--- src/rtl/vga_pkg.sv ---
// Shared 640x480@60 timing constants and types for the display and
// address-generation blocks.
package vga_pkg;

  localparam int unsigned H_DISP_DEF   = 640;
  localparam int unsigned H_FP_DEF     = 16;
  localparam int unsigned H_SYNC_DEF   = 96;
  localparam int unsigned H_BP_DEF     = 48;
  localparam int unsigned V_DISP_DEF   = 480;
  localparam int unsigned V_FP_DEF     = 10;
  localparam int unsigned V_SYNC_DEF   = 2;
  localparam int unsigned V_BP_DEF     = 33;
  localparam int unsigned TICK_DIV_DEF = 2;

  localparam int unsigned H_TOTAL = H_DISP_DEF + H_FP_DEF + H_SYNC_DEF + H_BP_DEF;
  localparam int unsigned V_TOTAL = V_DISP_DEF + V_FP_DEF + V_SYNC_DEF + V_BP_DEF;

  // Counters and all comparisons are 10 bits wide; totals above 1023 are illegal.
  localparam int unsigned CNT_W = 10;
  typedef logic [CNT_W-1:0] cnt_t;

  typedef struct packed {
    logic hsync;
    logic vsync;
    logic visible;
  } sync_t;

endpackage

--- src/rtl/pixel_tick_gen.sv ---
// Pixel-rate strobe: one clk-wide p_tick every TICK_DIV cycles, first one
// TICK_DIV-1 cycles after reset releases; TICK_DIV=1 holds it high.
module pixel_tick_gen #(
  parameter int unsigned TICK_DIV = 2
)(
  input  logic clk,
  input  logic reset,
  output logic p_tick
);

  localparam int unsigned DW = (TICK_DIV > 1) ? $clog2(TICK_DIV) : 1;
  localparam logic [DW-1:0] LAST = DW'(TICK_DIV - 1);

  logic [DW-1:0] div_q, div_nxt;

  always_comb div_nxt = (div_q == LAST) ? '0 : div_q + DW'(1);

  // p_tick is registered off the next count so it lines up with div_q == LAST.
  always_ff @(posedge clk) begin
    if (reset) begin
      div_q  <= '0;
      p_tick <= 1'b0;
    end else begin
      div_q  <= div_nxt;
      p_tick <= (div_nxt == LAST);
    end
  end

endmodule

--- src/rtl/vga_timing_gen.sv ---
// VGA raster timing: pixel/line counters with registered sync, visible and
// line/frame start pulses, all aligned to the same pixel.
module vga_timing_gen
  import vga_pkg::*;
#(
  parameter int unsigned H_DISP   = H_DISP_DEF,
  parameter int unsigned H_FP     = H_FP_DEF,
  parameter int unsigned H_SYNC   = H_SYNC_DEF,
  parameter int unsigned H_BP     = H_BP_DEF,
  parameter int unsigned V_DISP   = V_DISP_DEF,
  parameter int unsigned V_FP     = V_FP_DEF,
  parameter int unsigned V_SYNC   = V_SYNC_DEF,
  parameter int unsigned V_BP     = V_BP_DEF,
  parameter int unsigned TICK_DIV = TICK_DIV_DEF
)(
  input  logic             clk,
  input  logic             reset,
  output logic             hsync,
  output logic             vsync,
  output logic             visible,
  output logic             p_tick,
  output logic [CNT_W-1:0] pixel_x,
  output logic [CNT_W-1:0] pixel_y,
  output logic             line_start,
  output logic             frame_start
);

  localparam cnt_t H_LAST = cnt_t'(H_DISP + H_FP + H_SYNC + H_BP - 1);
  localparam cnt_t V_LAST = cnt_t'(V_DISP + V_FP + V_SYNC + V_BP - 1);
  localparam cnt_t H_VIS  = cnt_t'(H_DISP);
  localparam cnt_t V_VIS  = cnt_t'(V_DISP);
  localparam cnt_t HS_BEG = cnt_t'(H_DISP + H_FP);
  localparam cnt_t HS_END = cnt_t'(H_DISP + H_FP + H_SYNC);
  localparam cnt_t VS_BEG = cnt_t'(V_DISP + V_FP);
  localparam cnt_t VS_END = cnt_t'(V_DISP + V_FP + V_SYNC);

  function automatic sync_t decode(input cnt_t x, input cnt_t y);
    sync_t s;
    s.hsync   = !((x >= HS_BEG) && (x < HS_END));
    s.vsync   = !((y >= VS_BEG) && (y < VS_END));
    s.visible = (x < H_VIS) && (y < V_VIS);
    return s;
  endfunction

  logic  x_wrap, y_wrap;
  cnt_t  x_nxt, y_nxt;
  sync_t sync_q, sync_nxt;

  pixel_tick_gen #(.TICK_DIV(TICK_DIV)) u_tick (
    .clk    (clk),
    .reset  (reset),
    .p_tick (p_tick)
  );

  always_comb begin
    x_wrap   = (pixel_x == H_LAST);
    y_wrap   = (pixel_y == V_LAST);
    x_nxt    = x_wrap ? '0 : pixel_x + cnt_t'(1);
    y_nxt    = !x_wrap ? pixel_y : (y_wrap ? '0 : pixel_y + cnt_t'(1));
    sync_nxt = decode(x_nxt, y_nxt);
  end

  // Sync/visible are decoded from the next position so they change on the
  // same edge as the counters.
  always_ff @(posedge clk) begin
    if (reset) begin
      pixel_x     <= '0;
      pixel_y     <= '0;
      sync_q      <= '{hsync: 1'b1, vsync: 1'b1, visible: 1'b1};
      line_start  <= 1'b0;
      frame_start <= 1'b0;
    end else begin
      line_start  <= p_tick && x_wrap;
      frame_start <= p_tick && x_wrap && y_wrap;
      if (p_tick) begin
        pixel_x <= x_nxt;
        pixel_y <= y_nxt;
        sync_q  <= sync_nxt;
      end
    end
  end

  assign hsync   = sync_q.hsync;
  assign vsync   = sync_q.vsync;
  assign visible = sync_q.visible;

endmodule

--- config.mk ---
export PLATFORM = sky130hd
export DESIGN_NAME = vga_timing_gen
export DESIGN_NICKNAME = d
export VERILOG_FILES = /design/src/rtl/vga_pkg.sv /design/src/rtl/pixel_tick_gen.sv /design/src/rtl/vga_timing_gen.sv
export SDC_FILE = /design/constraint.sdc
export NUM_CORES = 1
export LEC_CHECK = 0
export CORE_MARGIN = 2
export CORE_UTILIZATION = 52
export DETAILED_ROUTE_END_ITERATION = 12
export PLACE_DENSITY = 0.89
export SLEW_MARGIN = 20
export SYNTH_ARGS = -nofsm -noshare
export SYNTH_HDL_FRONTEND = slang
export SYNTH_SLANG_ARGS = --single-unit
--- constraint.sdc ---
create_clock -name clk -period 2.2 [get_ports clk]
set_input_delay 0.55 -clock clk [delete_from_list [all_inputs] [get_ports clk]]
set_output_delay 0.55 -clock clk [all_outputs]
set_load 0.02 [all_outputs]
==> results.md, run 1 <==
Detailed routing:
- The total routed wirelength is approximately 3900 µm.
- Using the TritonRoute via totals, the vias-per-cell ratio works out to roughly 6.3.
- The per-cell routed wire length is around 16 µm.
- In this run, the number of DRC markers left after iteration 0 of detailed routing was between 60 and 70.
- For this run, the detailed router's first-pass iteration total came to 4.
- After detailed routing, the number of remaining DRC violations is 0.
- The number of routed nets with antenna violations is 0.
- The routed layout has 1583 vias.

Flow run:
- The tool flagged a number of max-cap violations equal to 0.

Synth:
- The most used flip-flop cell after synthesis is dfxtp_1.
- The number of warning messages in the yosys log is 0.
- Sorting the synthesized cells by area gives the leading types as dfxtp_1 (34%), nor2_1 (5.3%), a21oi_1 (4.5%).
- dfxtp_1 takes more of the synthesized area than any other cell.
- The fraction of synthesized cell area taken by the top area cell type is 33.6%.
- The share of flip-flops with an asynchronous set or reset is 0%.
- Counting every net in the synthesized netlist gives 197.
- The number of distinct library cells after synthesis is 53.
- The combined area of all synthesized cells is about 1500 µm².
- The mean instance size in the synthesized netlist is around 8 µm².
- The register bit total from synthesis is 26.
- In the synthesized netlist, the number of instances is between 150 and 200.
- The proportion of synthesized chip area in sequential cells is about a third.
- Counting flops with a built-in enable in the synthesized netlist gives 0.

Timing:
- For the final routed database, the setup TNS stands at 0 ns.
- The final-report setup violation count is 0.
- In this run the tightest slew margin relative to its limit is 75.7%.
- Static timing analysis puts the maximum clock frequency at 474 MHz.
- The post-layout minimum cycle time is around 2.1 ns.
- The worst clock skew is between 0.003 and 0.004 ns.
- For the pin with the worst max-slew slack, the measured transition is around 0.36 ns.
- The number of pins with negative max-slew slack in the final report is 0.
- Setup repair after global routing left no endpoint under its margin.
- Dividing the final minimum period by the clock period gives about 96%.
- The final count of hold timing violations is 0.
- Setup slack closes at 0.0923 ns.

Finish:
- The utilization after layout is 68.1%.
- The antenna diode count is 0.
- Compared with the post-synthesis result, the final layout area differs by 22.3%.
- The count of nets after finishing is 227.
- The cell area after layout is ~1900 µm².
- The library cell used most frequently in the layout, excluding fill and tap cells, is clkdlybuf4s50_1.
- The post-route netlist has between 9 and 10% of its cells at a drive strength greater than 1.
- The library cells used most frequently in the layout, excluding fill and tap cells, are clkdlybuf4s50_1 (27), dfxtp_1 (26), nor2_1 (22), a21oi_1 (14), nand2_1 (13).

CTS:
- For this design, the sink count on the clock tree is 26.
- After clock tree synthesis, the clock-pin slew on the worst setup and hold paths is around 0.13 ns.
- The maximum count of clock buffers along a single path is 2.
- The total number of H-tree levels is 1.
- The clock latency of the later-clocked register in the worst-skew pair is 0.32 ns.
- Buffers inserted during clock tree synthesis total 3.
- Buffers added to address setup during post-CTS repair amount to 0.
- In this run the clock root is driven by a clkbuf_4.
- TritonCTS built the clock tree.

Worst setup path:
- The number of buffers and inverters on the critical path is 1.
- At the worst endpoint, the required time is around 1.7 ns.
- The signal on the critical path passes through clkdlybuf4s50_1.
- On the critical path the largest part of the delay comes from buffers and inverters.
- Tracing the worst setup path back leads to its startpoint at pixel_x[5].
- The reg-to-reg critical path endpoint is vsync.
- On the critical path, the stage with the largest delay is an instance of clkdlybuf4s50_1.
- The arrival time reported for the critical path endpoint is ~1.6 ns.
- The worst setup path is captured at an output pin.
- The critical path's largest stage delay is 0.68 ns.
- The start-to-end type of the worst setup path is flop to output pin.
- The largest fanout on the critical path is 10.
- The number of cells on the worst reg-to-reg path is 6.
- The source of the worst register-to-register timing path is pixel_x[0].
- The worst register-to-register path has a setup slack of 0.18 ns.
- The end point of the critical path is pixel_x[5].
- The startpoint type of the worst setup path is a flop.
- In this run the number of cells on the critical path is 1.

Power and ir drop:
- The net switching power figure is 197 µW.
- The worst-case vdd ir drop is roughly 320 µV.
- The analysis attributes to cell leakage a power of between 0.0006 and 0.0007 µW.
- The proportion of power drawn by combinational gates is 11.2%.
- The switching part of the total is 25.4%.
- The proportion of power drawn by flip-flops and latches is ~63%.
- Power spread over the standard cell area amounts to around 410 nW/µm².
- Cell internal power was estimated by the tool at 579 µW.
- The clock network burns 26.0% of the power.
- The design draws 775 µW.

Die:
- The vertical die dimension is about 59 µm.
- The floorplan has 19 rows.
- The floorplan step defined a core boundary enclosing 2780 µm².
- The chip width is 58.6 µm.
- The initial utilization of the core area, before any placement, comes to between 50% and 60%.
- The area of the die is ~3400 µm².
- The top-level I/O count is 28.

Placement:
- Before CTS, the worst setup slack after placement is approximately 0.23 ns.
- The HPWL after detailed placement is between 2000 and 3000 µm.
- After detailed placement, the total cell area comes to around 1900 µm².
- The count of buffers added on input and output ports is 27.
- Routability-driven placement finished with a final weighted congestion of approximately 0.94.

Global routing:
- The first global-routing pass estimated just over 6000 µm of wire.
- The global router's overall resource usage is between 20% and 30%.
- The maximum number of pins on one net before global-route repair is 23.
- The via count of the first global-routing pass is approximately 1300.
- The initial antenna violation count was 0.
- The total congestion overflow is 0.

Min path:
- The tightest min-delay check is of the flop to flop type.

Run status:
- The flow ran to the end, and the final reports show no timing, DRC or antenna violations.
[metrics by stage]
| step | std cells | hold WS (ns) |
|---|---|---|
| finish | 250 | 0.510 |
| global route | 250 | 0.522 |
| CTS | 250 | 0.502 |
| detailed placement | 247 | 0.471 |
| global placement | 247 | 0.463 |
| floorplan | 191 | 0.569 |
[tightest hold or removal path, cell delays in order, from the launching register on]
cell     delay [ns]
dfxtp_1        0.37
a21oi_1        0.07
o41ai_1        0.05
[sequential cells by signal, indices dropped and copies added (netlist names)]
name / count
frame_start: 1
hsync: 1
pixel_y: 10
line_start: 1
u_tick.div_q: 1
visible: 1
pixel_x: 10
vsync: 1
[cells by family after synthesis]
| kind of cell | synth area share (%) |
|---|---|
| muxes | 1.94 |
| xor gates and xnor gates | 2.83 |
| and+or+nand+nor | 34.3 |
| AOI/OAI and AO/OA | 19.5 |
| buffers and inverters | 4.61 |
| DFF | 33.6 |
| adders and majority gates | 3.23 |
[routing by layer]
layer / part of all wire [%] / track usage (%) / vias up
met4: 1.4 / 9.30 / 0
met1: 46 / 33.2 / 741
li1: - / - / 775
met5: 0 / 0 / -
met3: 6.4 / 2.86 / 7
met2: 46 / 36.9 / 60
[Yosys cell counts (all sizes together), types with 2 or more instances]
library cell / instances
dfxtp: 26
o31ai: 2
o2111ai: 2
nor2: 23
or3b: 2
or4: 2
xor2: 5
and2: 2
nand2: 13
clkbuf: 4
mux2i: 3
ha: 4
a211oi: 3
and4: 4
a31oi: 4
and4b: 2
or2: 2
o21ai: 12
nand3: 5
and3: 8
inv: 5
or3: 5
nand4: 8
buf: 6
a21oi: 14
nor3: 8
[power by group through the flow]
stage | combinational, µW | sequential, µW | clock (µW)
after floorplan | 33.6 | 511 | 0
after global placement | 83.5 | 496 | 0
after detailed placement | 85.6 | 497 | 0
after CTS | 86.0 | 487 | 206
after global routing | 93.0 | 488 | 222
final | 86.9 | 487 | 202
[repair_timing]
| item | 4_1_cts | 5_1_grt |
|---|---|---|
| hold buffers | 0 | 0 |
| resized for setup | 0 | 1 |
| endpoints found under the setup margin | 0 | 3 |
[area by class of cell]
type / count / area [µm²]
Clock buffer: 3 / 22.5
Fill cell: 242 / 888
Inverter: 5 / 18.8
Multi-Input combinational cell: 150 / 962
Sequential cell: 26 / 520
Tap cell: 31 / 38.8
Timing Repair Buffer: 35 / 330
[worst min-delay path by stage]
stage / cells past startpoint / start / slack [ns] / endpoint
final: 2 / visible / 0.51 / visible
after floorplan: 2 / pixel_y[3] / 0.57 / pixel_y[3]
after detailed placement: 2 / visible / 0.47 / visible
after CTS: 2 / visible / 0.50 / visible
after global routing: 2 / visible / 0.52 / visible
after global placement: 2 / visible / 0.46 / visible
Power figures use the tool's default switching activity.
==> run 2, diff against run 1 <==
--- a/config.mk
+++ b/config.mk
@@ -9,7 +9,6 @@
 export CORE_UTILIZATION = 52
 export DETAILED_ROUTE_END_ITERATION = 12
 export PLACE_DENSITY = 0.89
-export SLEW_MARGIN = 20
 export SYNTH_ARGS = -nofsm -noshare
 export SYNTH_HDL_FRONTEND = slang
 export SYNTH_SLANG_ARGS = --single-unit
==> results of run 2 <==
Final layout, timing and power as in run 1 (identical DEF).
==> run 3, diff against run 2 <==
--- a/config.mk
+++ b/config.mk
@@ -8,7 +8,10 @@
 export CORE_MARGIN = 2
 export CORE_UTILIZATION = 52
 export DETAILED_ROUTE_END_ITERATION = 12
+export GPL_TIMING_DRIVEN = 0
 export PLACE_DENSITY = 0.89
+export SLEW_MARGIN = 0
 export SYNTH_ARGS = -nofsm -noshare
 export SYNTH_HDL_FRONTEND = slang
 export SYNTH_SLANG_ARGS = --single-unit
+export TNS_END_PERCENT = 1
==> run 3 against run 2 <==
Die area is the same. Non-clock buffer count up 3. Global-route usage shrank 0.61 points. Combinational power shrank 11%. First-iteration DRC count decreased by 2.9%. Via count is 1.5% lower. Fmax grew 1.8%. Worst setup slack better by 0.037 ns. Critical endpoint is now visible. Largest cell class unchanged. Highest routed layer unchanged.
==> results.md, run 3 (synthesis gave the netlist of run 1 again) <==
Run status:
- The flow ran to the end, and the final reports show no timing, DRC or antenna violations.

Power and ir drop:
- The share of total power dissipated in sequential elements is between 60% and 70%.
- The internal power of the cells totals roughly 580 µW.
- The standby leakage power is between 0.0006 and 0.0007 µW.
- The net switching power figure is between 150 and 200 µW.
- Combinational cells account for between 10% and 20% of the total power.
- The switching part of the total is between 20% and 30%.
- The worst-case vdd ir drop is ~360 µV.
- The share of total power dissipated in the clock network is 25.9%.
- The total power divided by cell area is just over 400 nW/µm².

Global routing:
- The global router's overall resource usage is 23.0%.
- The global-route wire length before repair is ~6000 µm.
- The via count of the first global-routing pass came to approximately 1300.
- The initial antenna violation count is 0.
- The maximum number of pins on one net before global-route repair is 14.
- For this run the aggregate overflow at the end of global routing stands at 0.

Placement:
- In this run the tool buffered the top-level ports with 27 buffer cells.
- Prior to clock tree synthesis, the placed netlist has a worst setup slack of -0.0577 ns.
- The number of placed instances, taps included, is 249.
- The global placement routability congestion is roughly 0.88.
- The placed wire-length estimate after detailed placement is between 2000 and 3000 µm.

Die:
- During I/O placement, the number of pins put on the boundary was 28.
- The core region is about 2800 µm².
- The number of placement rows is 19.
- The die covers 3430 µm².
- In this run the vertical extent of the chip is a little under 60 µm.
- Once the floorplan was initialized, standard cells occupied 55.6% of the core.
- The die is around 60 µm wide.

Worst setup path:
- The arrival time reported for the critical path endpoint is roughly 2.3 ns.
- Walking the worst path, the cells encountered are ha_2 -> and3_1 -> clkbuf_4 -> nand3_4 -> or3_1 -> a221oi_2 -> o41ai_1.
- The slowest stage of the critical path belongs to the cell dfxtp_4.
- In this run the worst path has a maximum fanout of 10.
- STA classifies the critical path endpoint as a flop.
- Tracing the worst setup path back leads to its startpoint at pixel_x[1].
- The source of the worst register-to-register timing path is pixel_x[1].
- In this design, the stage delay of the slowest critical-path cell is between 0.4 and 0.5 ns.
- STA classifies the critical path startpoint as a flop.
- Across all register-to-register paths, the minimum setup slack is 0.13 ns.
- The critical path is of the flop to flop type.
- The data required time of the worst path is ~2.4 ns.

Timing:
- After layout, the worst setup slack is 0.130 ns.
- The final count of hold timing violations was 0.
- Between clock sinks in the finished design, the worst skew comes to between 0.003 and 0.004 ns.
- Setup violations remaining at the end of the flow were counted as 0.
- The transition time at the pin with the least slew margin is around 0.56 ns.
- For this run, the top clock speed supported by timing is just under 500 MHz.
- The number of pins with negative max-slew slack in the final report was 0.
- The portion of the clock cycle consumed by the worst path in the final layout is between 90% and 100%.
- The remaining max-slew budget at the tightest pin is between 60% and 70%.
- The post-layout minimum cycle time is roughly 2.1 ns.
- Setup repair after global routing left no endpoint under its margin.

CTS:
- TritonCTS built the clock tree.
- The clock latency of the later-clocked register in the worst-skew pair is around 0.32 ns.
- Counting the buffers created by CTS gives 3.
- CTS built an H-tree with a depth of 1.
- The tree is rooted in a clkbuf_4.
- The clock-pin slew of the registers on the worst-case setup and hold paths is between 0.1 and 0.15 ns.
- Clock tree synthesis found a total of 26 sinks.
- The maximum count of clock buffers along a single path is 2.

Finish:
- In the layout the commonest cells are clkdlybuf4s50_1 (27), dfxtp_1 (24), nor2_1 (22), a21oi_1 (14), nand2_1 (13).
- The library cell used most frequently in the layout, excluding fill and tap cells, is clkdlybuf4s50_1.
- The non-filler instance count after layout is between 200 and 300.
- The antenna diode count is 0.
- The area growth from synthesis to layout is 23.1%.
- The share of layout cells above drive strength 1 is 9.46%.
- The largest registers in the layout are pixel_x x10, pixel_y x10.
- The final layout contains 230 nets.

Detailed routing:
- For this block, the initial DRC count from the detailed router was 66.
- The pre-antenna-repair detailed-routing pass consisted of 4 iterations.
- Wires add up to 3670 µm.
- Dividing the detail-routed wire length by the instance count gives between 10 and 15 µm.
- In the routed design, unresolved DRC markers number 0.
- In this run the remaining antenna-violating nets after routing total 0.
- After detailed routing, the number of vias per cell comes to 6.16.
- The via count of the routed design is 1559.

Min path:
- The startpoint identified for the worst hold timing path is visible.
- The classification of the worst-slack hold path is flop to flop.

Flow run:
- Across the run, the number of max-cap violations was 0.
==> run 3: layout make-up <==
| cell class | count | area, µm² |
|---|---|---|
| plain buffers | 10 | 55.1 |
| multi-input cells | 150 | 965 |
| well taps | 31 | 38.8 |
| repair buffers | 28 | 278 |
| clock buffers | 3 | 22.5 |
| inverters | 5 | 18.8 |
| flip-flops and latches | 26 | 528 |
| fillers | 237 | 876 |
==> run 3: final timing paths <==
check | depth (start not counted) | to
worst max-delay path | 7 | visible
worst min-delay path | 2 | visible
worst max register to register | 7 | visible
worst min register to register | 2 | visible
==> run 3: power by group through the flow <==
stage,combinational (µW),sequential (µW),clock [µW]
after floorplan,33.6,511,0
after global placement,72.4,503,0
after detailed placement,73.1,503,0
after CTS,73.3,494,200
after global routing,85.2,494,217
final,77.5,492,199
==> run 3: layer usage <==
layer,vias up,routed length [µm],global-route usage (%)
li1,778,-,-
met1,720,1770,33.8
met2,57,1670,34.8
met3,4,198,3.52
met4,0,34,6.98
met5,-,0,0
==> run 3: what timing repair did <==
item | in CTS | in global routing
buffers inserted | 0 | 1
hold buffers | 0 | 0
setup endpoints to repair | 2 | 4
resized for setup | 2 | 5
pin swaps | 0 | 1
cloned | 0 | 0
==> run 3: stage by stage <==
stage / utilization (%) / setup TNS [ns] / hold WS [ns] / instance area [µm²] / total power, µW
2_1_floorplan: - / 0 / 0.569 / 1550 / 544
4_1_cts: 67.7 / 0 / 0.508 / 1880 / 767
6_report: 68.5 / 0 / 0.513 / 1910 / 769
3_5_place_dp: 66.8 / -0.113 / 0.477 / 1860 / 577
3_3_place_gp: 66.8 / -0.120 / 0.467 / 1860 / 576
5_1_grt: 68.5 / 0 / 0.546 / 1910 / 796
==> run 3: critical path, delay by kind of cell, from the launching register on <==
family	cells	cell delay, ns
adders and majority gates	1	0.23
AOI/OAI and AO/OA	2	0.43
DFF	1	0.42
buffers and inverters	1	0.19
and+or+nand+nor	3	0.69
